$ cat config.mk
export PLATFORM = sky130hd
export DESIGN_NAME = vga_timing_gen
export DESIGN_NICKNAME = d
export VERILOG_FILES = /design/src/rtl/vga_timing_pkg.sv /design/src/rtl/vga_pixel_tick.sv /design/src/rtl/vga_timing_gen.sv
export SDC_FILE = /design/constraint.sdc
export NUM_CORES = 1
export LEC_CHECK = 0
export BUFFER_PORTS_ARGS = -buffer_cell sky130_fd_sc_hd__clkbuf_2
export CAP_MARGIN = 20
export CORE_MARGIN = 1.5
export CORE_UTILIZATION = 51
export CTS_CLUSTER_DIAMETER = 60
export DETAILED_ROUTE_END_ITERATION = 10
export PLACE_DENSITY_LB_ADDON = 0.08
export SLEW_MARGIN = 20
export SYNTH_ARGS = -nofsm -noshare
export SYNTH_HDL_FRONTEND = slang
export SYNTH_SLANG_ARGS = --single-unit
$ cat constraint.sdc
create_clock -name clk -period 2.6 [get_ports clk]
set_input_delay 0.13 -clock clk [delete_from_list [all_inputs] [get_ports clk]]
set_output_delay 0.13 -clock clk [all_outputs]
set_load 0.005 [all_outputs]
$ cat src/rtl/vga_timing_pkg.sv
// vga_timing_pkg
// Shared constants for the VGA raster timing block: default 640x480@60
// timing, derived line/frame totals, sync window helpers and colour widths.
// The optional frame counter (macro VGA_TIMING_FRAME_CNT_EN) uses
// FRAME_CNT_W from here.

package vga_timing_pkg;

    // Pixel clock divider: 50 MHz system clock down to a 25 MHz pixel rate.
    localparam int CLK_DIV_DEF = 2;
    localparam int CLK_DIV_MAX = 16;

    // Horizontal timing, in pixels.
    localparam int H_ACTIVE_DEF = 640;
    localparam int H_FP_DEF     = 16;
    localparam int H_SYNC_DEF   = 96;
    localparam int H_BP_DEF     = 48;

    // Vertical timing, in lines.
    localparam int V_ACTIVE_DEF = 480;
    localparam int V_FP_DEF     = 10;
    localparam int V_SYNC_DEF   = 2;
    localparam int V_BP_DEF     = 33;

    // The h/v counters are 10 bits wide, so no total may exceed 1024.
    localparam int CNT_W   = 10;
    localparam int CNT_MAX = 1 << CNT_W;

    // Colour widths of the RGB332 path.
    localparam int RED_W   = 3;
    localparam int GREEN_W = 3;
    localparam int BLUE_W  = 2;
    localparam int RGB_W   = RED_W + GREEN_W + BLUE_W;

    localparam int FRAME_CNT_W = 16;

    // Length of a line (or frame) given its four segments.
    function automatic int line_total(input int active, input int fp,
                                      input int sync, input int bp);
        return active + fp + sync + bp;
    endfunction

    // First counter value inside the sync pulse.
    function automatic int sync_start(input int active, input int fp);
        return active + fp;
    endfunction

    // Last counter value inside the sync pulse (inclusive).
    function automatic int sync_end(input int active, input int fp,
                                    input int sync);
        return active + fp + sync - 1;
    endfunction

    localparam int H_TOTAL_DEF = line_total(H_ACTIVE_DEF, H_FP_DEF, H_SYNC_DEF, H_BP_DEF);
    localparam int V_TOTAL_DEF = line_total(V_ACTIVE_DEF, V_FP_DEF, V_SYNC_DEF, V_BP_DEF);

    localparam int HS_START_DEF = sync_start(H_ACTIVE_DEF, H_FP_DEF);
    localparam int HS_END_DEF   = sync_end(H_ACTIVE_DEF, H_FP_DEF, H_SYNC_DEF);
    localparam int VS_START_DEF = sync_start(V_ACTIVE_DEF, V_FP_DEF);
    localparam int VS_END_DEF   = sync_end(V_ACTIVE_DEF, V_FP_DEF, V_SYNC_DEF);

endpackage

$ cat src/rtl/vga_pixel_tick.sv
// vga_pixel_tick
// Divides the system clock down to the pixel rate. The count only advances
// while i_en is high, so dropping the enable freezes the raster mid-pixel
// and resuming continues from the same phase.
// CLK_DIV = 1 has no count at all: the tick is simply the enable, delayed
// by one register.

module vga_pixel_tick
    import vga_timing_pkg::*;
#(
    parameter int CLK_DIV = CLK_DIV_DEF
)(
    input  logic i_clk,
    input  logic i_rst_n,
    input  logic i_en,
    output logic o_pixel_tick
);

    if (CLK_DIV < 1 || CLK_DIV > CLK_DIV_MAX) begin : g_div_range_chk
        $error("vga_pixel_tick: CLK_DIV must be in 1..16");
    end

    if (CLK_DIV == 1) begin : g_div1

        logic r_tick;

        // Every enabled clock is a pixel; register it to keep the output glitch-free.
        always_ff @(posedge i_clk or negedge i_rst_n) begin
            if (!i_rst_n) begin
                r_tick <= 1'b0;
            end else begin
                r_tick <= i_en;
            end
        end

        assign o_pixel_tick = r_tick;

    end else begin : g_divn

        localparam int DIV_W = $clog2(CLK_DIV);
        localparam logic [DIV_W-1:0] DIV_LAST = DIV_W'(CLK_DIV - 1);

        logic [DIV_W-1:0] r_cnt;
        logic             w_cnt_last;

        assign w_cnt_last = (r_cnt == DIV_LAST);

        // Modulo-CLK_DIV phase counter, held while the raster is frozen.
        always_ff @(posedge i_clk or negedge i_rst_n) begin
            if (!i_rst_n) begin
                r_cnt <= '0;
            end else if (i_en) begin
                r_cnt <= w_cnt_last ? '0 : r_cnt + 1'b1;
            end
        end

        // Gate with the enable so a frozen raster never sees a tick.
        assign o_pixel_tick = i_en && w_cnt_last;

    end

endmodule

$ cat src/rtl/vga_timing_gen.sv
// vga_timing_gen
// 640x480@60 VGA raster timing. Owns the h/v pixel counters that define
// every pixel coordinate in the design, decodes active video and the sync
// windows, and registers blanked colour together with the syncs onto the
// connector pins, one pixel period behind the counters.
// Optional: define VGA_TIMING_FRAME_CNT_EN to add a 16-bit free-running
// frame counter output (frame_cnt).

module vga_timing_gen
    import vga_timing_pkg::*;
#(
    parameter int CLK_DIV  = CLK_DIV_DEF,
    parameter int H_ACTIVE = H_ACTIVE_DEF,
    parameter int H_FP     = H_FP_DEF,
    parameter int H_SYNC   = H_SYNC_DEF,
    parameter int H_BP     = H_BP_DEF,
    parameter int V_ACTIVE = V_ACTIVE_DEF,
    parameter int V_FP     = V_FP_DEF,
    parameter int V_SYNC   = V_SYNC_DEF,
    parameter int V_BP     = V_BP_DEF
)(
    input  logic               clk,
    input  logic               rst_n,
    input  logic               en,
    input  logic [RED_W-1:0]   red,
    input  logic [GREEN_W-1:0] green,
    input  logic [BLUE_W-1:0]  blue,
    output logic [CNT_W-1:0]   h,
    output logic [CNT_W-1:0]   v,
    output logic               pixel_tick,
    output logic               video_on,
    output logic               frame_start,
    output logic               vga_hsync,
    output logic               vga_vsync,
    output logic [RED_W-1:0]   vga_red,
    output logic [GREEN_W-1:0] vga_green,
    output logic [BLUE_W-1:0]  vga_blue
`ifdef VGA_TIMING_FRAME_CNT_EN
    ,
    output logic [FRAME_CNT_W-1:0] frame_cnt
`endif
);

    localparam int H_TOTAL = line_total(H_ACTIVE, H_FP, H_SYNC, H_BP);
    localparam int V_TOTAL = line_total(V_ACTIVE, V_FP, V_SYNC, V_BP);

    if (H_TOTAL > CNT_MAX) begin : g_h_total_chk
        $error("vga_timing_gen: H_TOTAL exceeds the 10-bit counter range");
    end

    if (V_TOTAL > CNT_MAX) begin : g_v_total_chk
        $error("vga_timing_gen: V_TOTAL exceeds the 10-bit counter range");
    end

    localparam logic [CNT_W-1:0] H_LAST    = CNT_W'(H_TOTAL - 1);
    localparam logic [CNT_W-1:0] V_LAST    = CNT_W'(V_TOTAL - 1);
    localparam logic [CNT_W-1:0] H_ACT_END = CNT_W'(H_ACTIVE);
    localparam logic [CNT_W-1:0] V_ACT_END = CNT_W'(V_ACTIVE);
    localparam logic [CNT_W-1:0] HS_FIRST  = CNT_W'(sync_start(H_ACTIVE, H_FP));
    localparam logic [CNT_W-1:0] HS_LAST   = CNT_W'(sync_end(H_ACTIVE, H_FP, H_SYNC));
    localparam logic [CNT_W-1:0] VS_FIRST  = CNT_W'(sync_start(V_ACTIVE, V_FP));
    localparam logic [CNT_W-1:0] VS_LAST   = CNT_W'(sync_end(V_ACTIVE, V_FP, V_SYNC));

    logic               w_tick;
    logic [CNT_W-1:0]   r_h;
    logic [CNT_W-1:0]   r_v;
    logic               w_h_last;
    logic               w_v_last;
    logic               w_frame_wrap;
    logic               w_video_on;
    logic               w_hs_raw;
    logic               w_vs_raw;
    logic [RGB_W-1:0]   w_rgb_blanked;
    logic [RGB_W-1:0]   r_rgb;
    logic               r_hsync;
    logic               r_vsync;
    logic               r_frame_start;

    vga_pixel_tick #(
        .CLK_DIV      (CLK_DIV)
    ) u_pixel_tick (
        .i_clk        (clk),
        .i_rst_n      (rst_n),
        .i_en         (en),
        .o_pixel_tick (w_tick)
    );

    assign w_h_last     = (r_h == H_LAST);
    assign w_v_last     = (r_v == V_LAST);
    assign w_frame_wrap = w_tick && w_h_last && w_v_last;

    assign w_video_on = (r_h < H_ACT_END) && (r_v < V_ACT_END);
    assign w_hs_raw   = (r_h >= HS_FIRST) && (r_h <= HS_LAST);
    assign w_vs_raw   = (r_v >= VS_FIRST) && (r_v <= VS_LAST);

    // Colour is forced to black outside the visible area so the monitor
    // sees a clean blanking level during porches and syncs.
    assign w_rgb_blanked = w_video_on ? {red, green, blue} : '0;

    // Raster position: h walks the line, v advances on each line wrap.
    always_ff @(posedge clk or negedge rst_n) begin
        if (!rst_n) begin
            r_h <= '0;
            r_v <= '0;
        end else if (w_tick) begin
            if (w_h_last) begin
                r_h <= '0;
                r_v <= w_v_last ? '0 : r_v + 1'b1;
            end else begin
                r_h <= r_h + 1'b1;
            end
        end
    end

    // Pin stage: syncs and blanked colour sampled from the same h/v on the
    // same tick, so they stay mutually aligned one pixel behind the counters.
    always_ff @(posedge clk or negedge rst_n) begin
        if (!rst_n) begin
            r_hsync <= 1'b1;
            r_vsync <= 1'b1;
            r_rgb   <= '0;
        end else if (w_tick) begin
            r_hsync <= ~w_hs_raw;
            r_vsync <= ~w_vs_raw;
            r_rgb   <= w_rgb_blanked;
        end
    end

    // One-clock pulse in the first clock of position (0,0).
    always_ff @(posedge clk or negedge rst_n) begin
        if (!rst_n) begin
            r_frame_start <= 1'b0;
        end else begin
            r_frame_start <= w_frame_wrap;
        end
    end

`ifdef VGA_TIMING_FRAME_CNT_EN
    logic [FRAME_CNT_W-1:0] r_frame_cnt;

    // Counts frames, stepping on the same edge that raises frame_start.
    always_ff @(posedge clk or negedge rst_n) begin
        if (!rst_n) begin
            r_frame_cnt <= '0;
        end else if (w_frame_wrap) begin
            r_frame_cnt <= r_frame_cnt + 1'b1;
        end
    end

    assign frame_cnt = r_frame_cnt;
`endif

    assign h           = r_h;
    assign v           = r_v;
    assign pixel_tick  = w_tick;
    assign video_on    = w_video_on;
    assign frame_start = r_frame_start;
    assign vga_hsync   = r_hsync;
    assign vga_vsync   = r_vsync;
    assign vga_red     = r_rgb[RGB_W-1 -: RED_W];
    assign vga_green   = r_rgb[BLUE_W +: GREEN_W];
    assign vga_blue    = r_rgb[BLUE_W-1:0];

endmodule

# Word-level counts from Yosys, hierarchy flattened
# Cells that the tools add are included.
# W data, S select, Z words.
[word_totals]
wordCells = 31
inputBits = 11
regBits = 32
[op_classes]
muxes = 4
n_eq_ne = 2
addsub = 3
bitwise_logic = 2
n_lt_le_gt_ge = 6
n_reduce_logical = 7
[ops]
columns = ["operator", "n"]
rows = [
  ["$add A10 B1 Y10 const B", 2],
  ["$eq A10 B10 Y1 const B", 2],
  ["$mux W10", 2],
  ["$ge A10 B10 Y1 const B", 1],
  ["$ge A10 B9 Y1 const B", 1],
  ["$le A10 B10 Y1 const B", 1],
  ["$le A10 B9 Y1 const B", 1],
  ["$lt A10 B10 Y1 const B", 1],
  ["$lt A10 B9 Y1 const B", 1],
  ["$mux W8", 1],
  ["$logic_and A1 B1 Y1", 6],
  ["$not A1 Y1", 2],
  ["$reduce_and A2 Y1", 1],
  ["$add A1 B1 Y1 const B", 1],
  ["$mux W1", 1],
]

# Logic depth before layout (Yosys ltp)
# Gate-level depths: netlist of run 1.
[logic_depth]
word_depth = 3
mapped_depth = 6
mapped_depth_nobuf = 6

# By module
# From an unflattened synthesis of run 1, not the netlist that was laid out.
[unflattened]
hier_cells = 153
area_unflattened_um2 = 1541.5
[modules_own_cells]
columns = ["module", "seq_area_each_um2", "n_inst", "area_per_inst_um2", "cells_each"]
rows = [
  ["vga_timing_gen", 778.2, 1, 1500.2, 150],
  ["vga_pixel_tick", 25.0, 1, 41.3, 3],
]

# Least setup slack after synthesis of run 1
# Ideal clock, no wire load.
[synth_path]
kind = "register to register"
start = "reg r_h[5], in the netlist h[5]"
end = "reg r_v[9], in the netlist v[9]"
t_arrival_ps = 1984
setup_time_ps = 77
path_slack_ps = 538
stages_incl_launch_ff = 7
path_cell_list = "dfrtp_1 or2_1 buf_6 or4_1 buf_2 or4_1 a21oi_1"
[synth_between]
elab_chain_cells = 2
[synth_lines]
columns = ["item", "line_no", "text"]
rows = [
  ["from (decl)", "vga_timing_gen.sv:65", "logic [CNT_W-1:0] r_h;"],
  ["from (signal assigned)", "vga_timing_gen.sv:110", "r_h <= r_h + 1'b1;"],
  ["$eq A10 B10 Y1", "vga_timing_gen.sv:88", "assign w_h_last = (r_h == H_LAST);"],
  ["$reduce_and A2 Y1 (no line)", "-", ""],
  ["to (signal assigned)", "vga_timing_gen.sv:108", "r_v <= w_v_last ? '0 : r_v + 1'b1;"],
  ["to (decl)", "vga_timing_gen.sv:66", "logic [CNT_W-1:0] r_v;"],
]
# No other way between the ends.
# A chain may end at the register's enable or synchronous reset.

# Worst setup path after layout of run 1
[layout_path]
start = "reg r_h[0], in the netlist h[0]"
end = "reg r_v[9], in the netlist v[9]"
# Same word-level chain as after synthesis.

==> impl_metrics.toml, run 1 <==
[status]
status = "finished with violations"
violations = "design-rule violations"

[route]
wl_met3_um = 181
dr.pass1.iters = 9
ant_nets = 0
wire_per_inst_um = 13.9
top_layer_used = "met4"
wl_met1_mm = 1.44
drc = 3
drt_iter0_drc = 59
routed_wl_mm = 3.34
vias = 1338
avgViaCountPerCell = 5.58
dr_wl_met2_mm = 1.63

[synth]
ys_seq_area_share_pct = 52.2
synth_commonest_cells = "dfrtp_1 (30), nand2_1 (24), o21ai_0 (15)"
syn_inst = 159
ys_ff_latch = 32
synth_nets = 174
synth.avg_cell_area_um2 = 9.67
synth_top_area_share_pct = 48.8
synth-main-ff-cell = "dfrtp_1"
ys_warn_count = 0
synth_area_um2 = 1540
synth_cell_types = 33
synth.top_cells.by_area = "dfrtp_1 (49%), nand2_1 (5.9%), o21ai_0 (4.9%), xor2_1 (4.0%), nand3_1 (3.9%)"
yosysMostFrequentCell = "dfrtp_1"
synth_edf_count = 0
async_reset_ff_share_pct = 100
synth_top_area_cell = "dfrtp_1"

[placed_design]
pre_cts_slack_ns = 0.401
hpwl_mm = 2.43
dp_cells = 230
place.port_buffers = 43
placed_area_um2 = 1780
place_congestion = 0.805

[global_route]
grt_pass1_vias = 1264
overflow = 0
grt_usage_pct = 22.5
grt_max_degree = 33
antenna_found_initial = 0
grt_pass1_wl_mm = 5.65

[worst_hold_path]
hp-class = "primary input to register"

[run]
drv_cap = 0

[critical_path]
critPathKind = "register to register"
worstPathMaxFanout = 8
critical_path_arrival_ns = 2.47
worst_ep_required_time_ns = 2.86
cp-start-kind = "register"
endpoint_kind = "register"

[power_and_ir_drop]
p_leak_nw = 0.943
peakVddDrop_v = 0.000384
powerDensity_nw_per_um2 = 713
p_total_mw = 1.33

[floorplan]
core-area_um2 = 2810
pin_count = 44
row_count = 19
initial_core_util_pct = 54.8
dieArea_um2 = 3350
die_w_um = 57.9
die-height_um = 57.9

[cts]
clock_sink_count = 32
cts_buffer_depth = 2
clkTransAtPathRegs_ns = 0.09
postCtsSetupRepairBufs = 0
root_buffer = "clkbuf_4"
cts_buffers = 5
clk_latency_ns = 0.33
h-tree-depth = 2
cts_tree = "yes"
cts_resized = 0
cts_hold_buffers = 1

[final_layout]
antennaDiodeCount = 0
fin_cells = 240
area_delta_synth_final_pct = 21.1
fin_area_um2 = 1860
fillCellCount = 242
nNetsFinal = 223
drive_gt1_share_pct = 27.3

[timing]
slew_headroom_pct = 46.5
finalMaxSlewViolations = 0
setup_ws_ns = 0.389
tightest_slew_ns = 0.795
skew_ns = 0.00402
fin_setup_tns_ns = 0
min_period_over_period_pct = 85.1
setup_viol = 0
rsz0062_at_grt = "false"
hold_viol_final = 0
max_freq_mhz = 452
min_period_ns = 2.21
-- flip-flops by register name (all words and copies together), names as in the netlist --
name,flops
h,10
v,10
r_rgb,8
frame_start,1
u_pixel_tick.g_divn.r_cnt,1
vga_hsync,1
vga_vsync,1
-- final timing paths --
kind                               start  cells after the start       end  slack (ns)
worst min register to register  r_rgb[7]                      2  r_rgb[7]        0.49
worst max-delay path                h[0]                      5      v[9]        0.39
worst min-delay path            green[0]                      3  r_rgb[2]        0.02
max in group asynchronous          rst_n                      2  r_rgb[6]        1.73
min in group asynchronous          rst_n                      2  r_rgb[3]        0.40
worst max register to register      h[0]                      5      v[9]        0.39
-- worst max-delay path, cell delays in order, from the launching register on --
cell and delay, ns:
dfrtp_1 0.43, ha_1 0.25, nand3_1 0.14, or4_1 0.67, or4_1 0.51, a21oi_1 0.15
-- per-layer routing --
| metal | vias up | GRT usage, % |
|---|---|---|
| met5 | - | 0 |
| met4 | 0 | 8.64 |
| met3 | 9 | 7.81 |
| met2 | 39 | 36.4 |
| met1 | 635 | 27.9 |
| li1 | 655 | - |
-- cell type report --
cell class	count	area [um^2]	area share (%)
Clock buffer	7	55.1	2.96
Clock inverter	1	7.51	0.403
Inverter	6	22.5	1.21
Multi-Input combinational cell	116	684	36.8
Sequential cell	32	803	43.1
Tap cell	31	38.8	2.08
Timing Repair Buffer	47	250	13.4
-- stage by stage --
stage / util (%) / hold slack, ns
finish: 66.4 / 0.0162
global route: 66.4 / 0.0110
CTS: 66.0 / 0.000519
detailed placement: 63.4 / 0.238
global placement: 63.4 / 0.235
floorplan: - / -0.166
-- placed cells by master, fill, tap and decap left out, types with 3 or more instances in the layout --
master    Yosys  layout
a21oi_1       3       3
clkbuf_2      0      43
clkbuf_4      0       5
dfrtp_1      30      30
ha_1          4       4
inv_1         6       6
nand2_1      24      24
nand3_1      12      12
nand4_1       5       5
nor2_1       11      11
nor3_1        5       5
nor4_1        5       5
o21ai_0      15      15
xnor2_1       6       6
xor2_1        7       7
-- cells by family (layout without fill, tap and decap cells) --
family                   after synthesis  count (layout)  share of synthesized area, %
AND/OR/NAND/NOR                       77              77                          26.1
flip-flops                            32              32                          52.2
AO/OA/AOI/OAI                         22              22                          7.73
adder cells (fa/ha/maj)                4               4                          3.25
XOR/XNOR                              13              13                          7.40
buffers and inverters                 11              61                          3.25
-- power by group --
group | leakage [nW] | switching (mW) | internal [mW]
logic | 0.505 | 0.179 | 0.155
registers | 0.407 | 0.0994 | 0.600
clock network | 0.0315 | 0.162 | 0.132
(Power assumes the default switching activity.)
==> run 2, diff against run 1 <==
--- a/config.mk
+++ b/config.mk
@@ -7,8 +7,8 @@
 export LEC_CHECK = 0
 export BUFFER_PORTS_ARGS = -buffer_cell sky130_fd_sc_hd__clkbuf_2
 export CAP_MARGIN = 20
-export CORE_MARGIN = 1.5
-export CORE_UTILIZATION = 51
+export CORE_MARGIN = 2
+export CORE_UTILIZATION = 55
 export CTS_CLUSTER_DIAMETER = 60
 export DETAILED_ROUTE_END_ITERATION = 10
 export PLACE_DENSITY_LB_ADDON = 0.08
==> constraint.sdc (replaced) <==
create_clock -name clk -period 2.7 [get_ports clk]
set_input_delay 0.135 -clock clk [delete_from_list [all_inputs] [get_ports clk]]
set_output_delay 0.135 -clock clk [all_outputs]
set_load 0.005 [all_outputs]
==> run 2 against run 1 <==
Compared with the run above: the run now ends clean; cell count is 0.42% lower; via count is 4.4% lower; count of clock-buffer cells in the layout fell by 1; clock power is 2% lower; worst setup slack improved by 0.057 ns; cell area down 0.61%; critical endpoint unchanged; largest power group unchanged.
==> impl_metrics.toml, run 2 (synthesis gave the netlist of run 1 again) <==
[route]
avgViaCountPerCell = 5.35
vias = 1279
dr.pass1.iters = 4
top_layer_used = "met4"
wire_per_inst_um = 13.8
drt_iter0_drc = 53
wl_met1_mm = 1.51
drc = 0
dr_wl_met2_mm = 1.56
ant_nets = 0
wl_met3_um = 194
routed_wl_mm = 3.30

[cts]
cts_buffer_depth = 2
cts_tree = "yes"
postCtsSetupRepairBufs = 0
clock_sink_count = 32
cts_buffers = 5
root_buffer = "clkbuf_4"
clkTransAtPathRegs_ns = 0.10
clk_latency_ns = 0.33
cts_resized = 0
h-tree-depth = 2
cts_hold_buffers = 1

[timing]
tightest_slew_ns = 0.758
slew_headroom_pct = 49.4
holdWs_ns = 0.0140
setup_viol = 0
min_period_ns = 2.25
min_period_over_period_pct = 83.5
skew_ns = 0.0106
finalMaxSlewViolations = 0
max_freq_mhz = 444
hold_viol_final = 0
rsz0062_at_grt = "false"
setup_ws_ns = 0.446
fin_setup_tns_ns = 0

[power_and_ir_drop]
pwr-share-seq_pct = 52.3
p_int_mw = 0.852
p_comb_share_pct = 25.5
p_leak_nw = 0.946
powerDensity_nw_per_um2 = 698
p_total_mw = 1.29
netSwitchingPower_mw = 0.440
peakVddDrop_v = 0.000600
clkPwrFrac_pct = 22.2
p_sw_share_pct = 34.1

[final_layout]
area_delta_synth_final_pct = 20.3
fin_util_pct = 68.3
fin_cells = 239
layout_commonest_cell = "clkbuf_2"
drive_gt1_share_pct = 27.9
fin_area_um2 = 1850
nNetsFinal = 222
antennaDiodeCount = 0
layout_common_cells = "clkbuf_2 (43), dfrtp_1 (30), nand2_1 (24)"

[worst_hold_path]
hp-class = "primary input to register"

[global_route]
grt_pass1_vias = 1216
antenna_found_initial = 0
grt_max_degree = 33
grt_usage_pct = 22.6
grt_pass1_wl_mm = 5.54
overflow = 0

[critical_path]
critical_path_arrival_ns = 2.51
endpoint_kind = "register"
worstPathMaxFanout = 8
cp-start-kind = "register"
critPathKind = "register to register"
worst_ep_required_time_ns = 2.96

[placed_design]
place.port_buffers = 43
hpwl_mm = 2.41
placed_area_um2 = 1780
pre_cts_slack_ns = 0.517
dp_cells = 230
place_congestion = 0.881

[floorplan]
pin_count = 44
die_w_um = 56.9
dieArea_um2 = 3230
initial_core_util_pct = 56.7
row_count = 19
core-area_um2 = 2710
die-height_um = 56.9

[run]
drv_cap = 0

[status]
status = "finished, final reports clean"
## run 2: cell count changes in the layout (fill, tap and decap cells not counted)
cell,previous run,this run
clkbuf_1,1,0
clkinvlp_4,1,0
clkinv_2,0,2
dlygate4sd3_1,2,1
## run 2: layout make-up
class | count | area [um^2]
flip-flops and latches | 32 | 803
clock inverters | 2 | 10.0
well taps | 31 | 38.8
multi-input cells | 116 | 684
inverters | 6 | 22.5
clock buffers | 6 | 51.3
repair buffers | 46 | 240
fillers | 241 | 860
## run 2: critical path: stages (launching register included)
cell and delay, ns:
dfrtp_1 0.44, ha_1 0.26, nand3_1 0.16, or4_1 0.66, or4_1 0.51, a21oi_1 0.15
## run 2: power by group through the flow
stage / sequential [mW] / clock [mW] / combinational, mW
after floorplan: 0.674 / 0 / 0.172
after global placement: 0.674 / 0 / 0.315
after detailed placement: 0.685 / 0 / 0.329
after CTS: 0.675 / 0.296 / 0.332
after global routing: 0.691 / 0.317 / 0.372
final: 0.675 / 0.287 / 0.329
## run 2: worst paths after layout
path / start / to / slack [ns] / cells after the start
worst max-delay path: h[0] / v[9] / 0.45 / 5
worst min-delay path: blue[0] / r_rgb[0] / 0.01 / 3
worst max register to register: h[0] / v[9] / 0.45 / 5
worst min register to register: r_rgb[7] / r_rgb[7] / 0.49 / 2
max in group asynchronous: rst_n / h[2] / 1.81 / 2
min in group asynchronous: rst_n / h[7] / 0.40 / 2
## run 2: metal layers
metal / global-route usage (%) / up-vias
met5: 0 / -
met4: 7.64 / 0
met3: 7.60 / 5
met2: 34.7 / 41
met1: 30.2 / 588
li1: - / 645
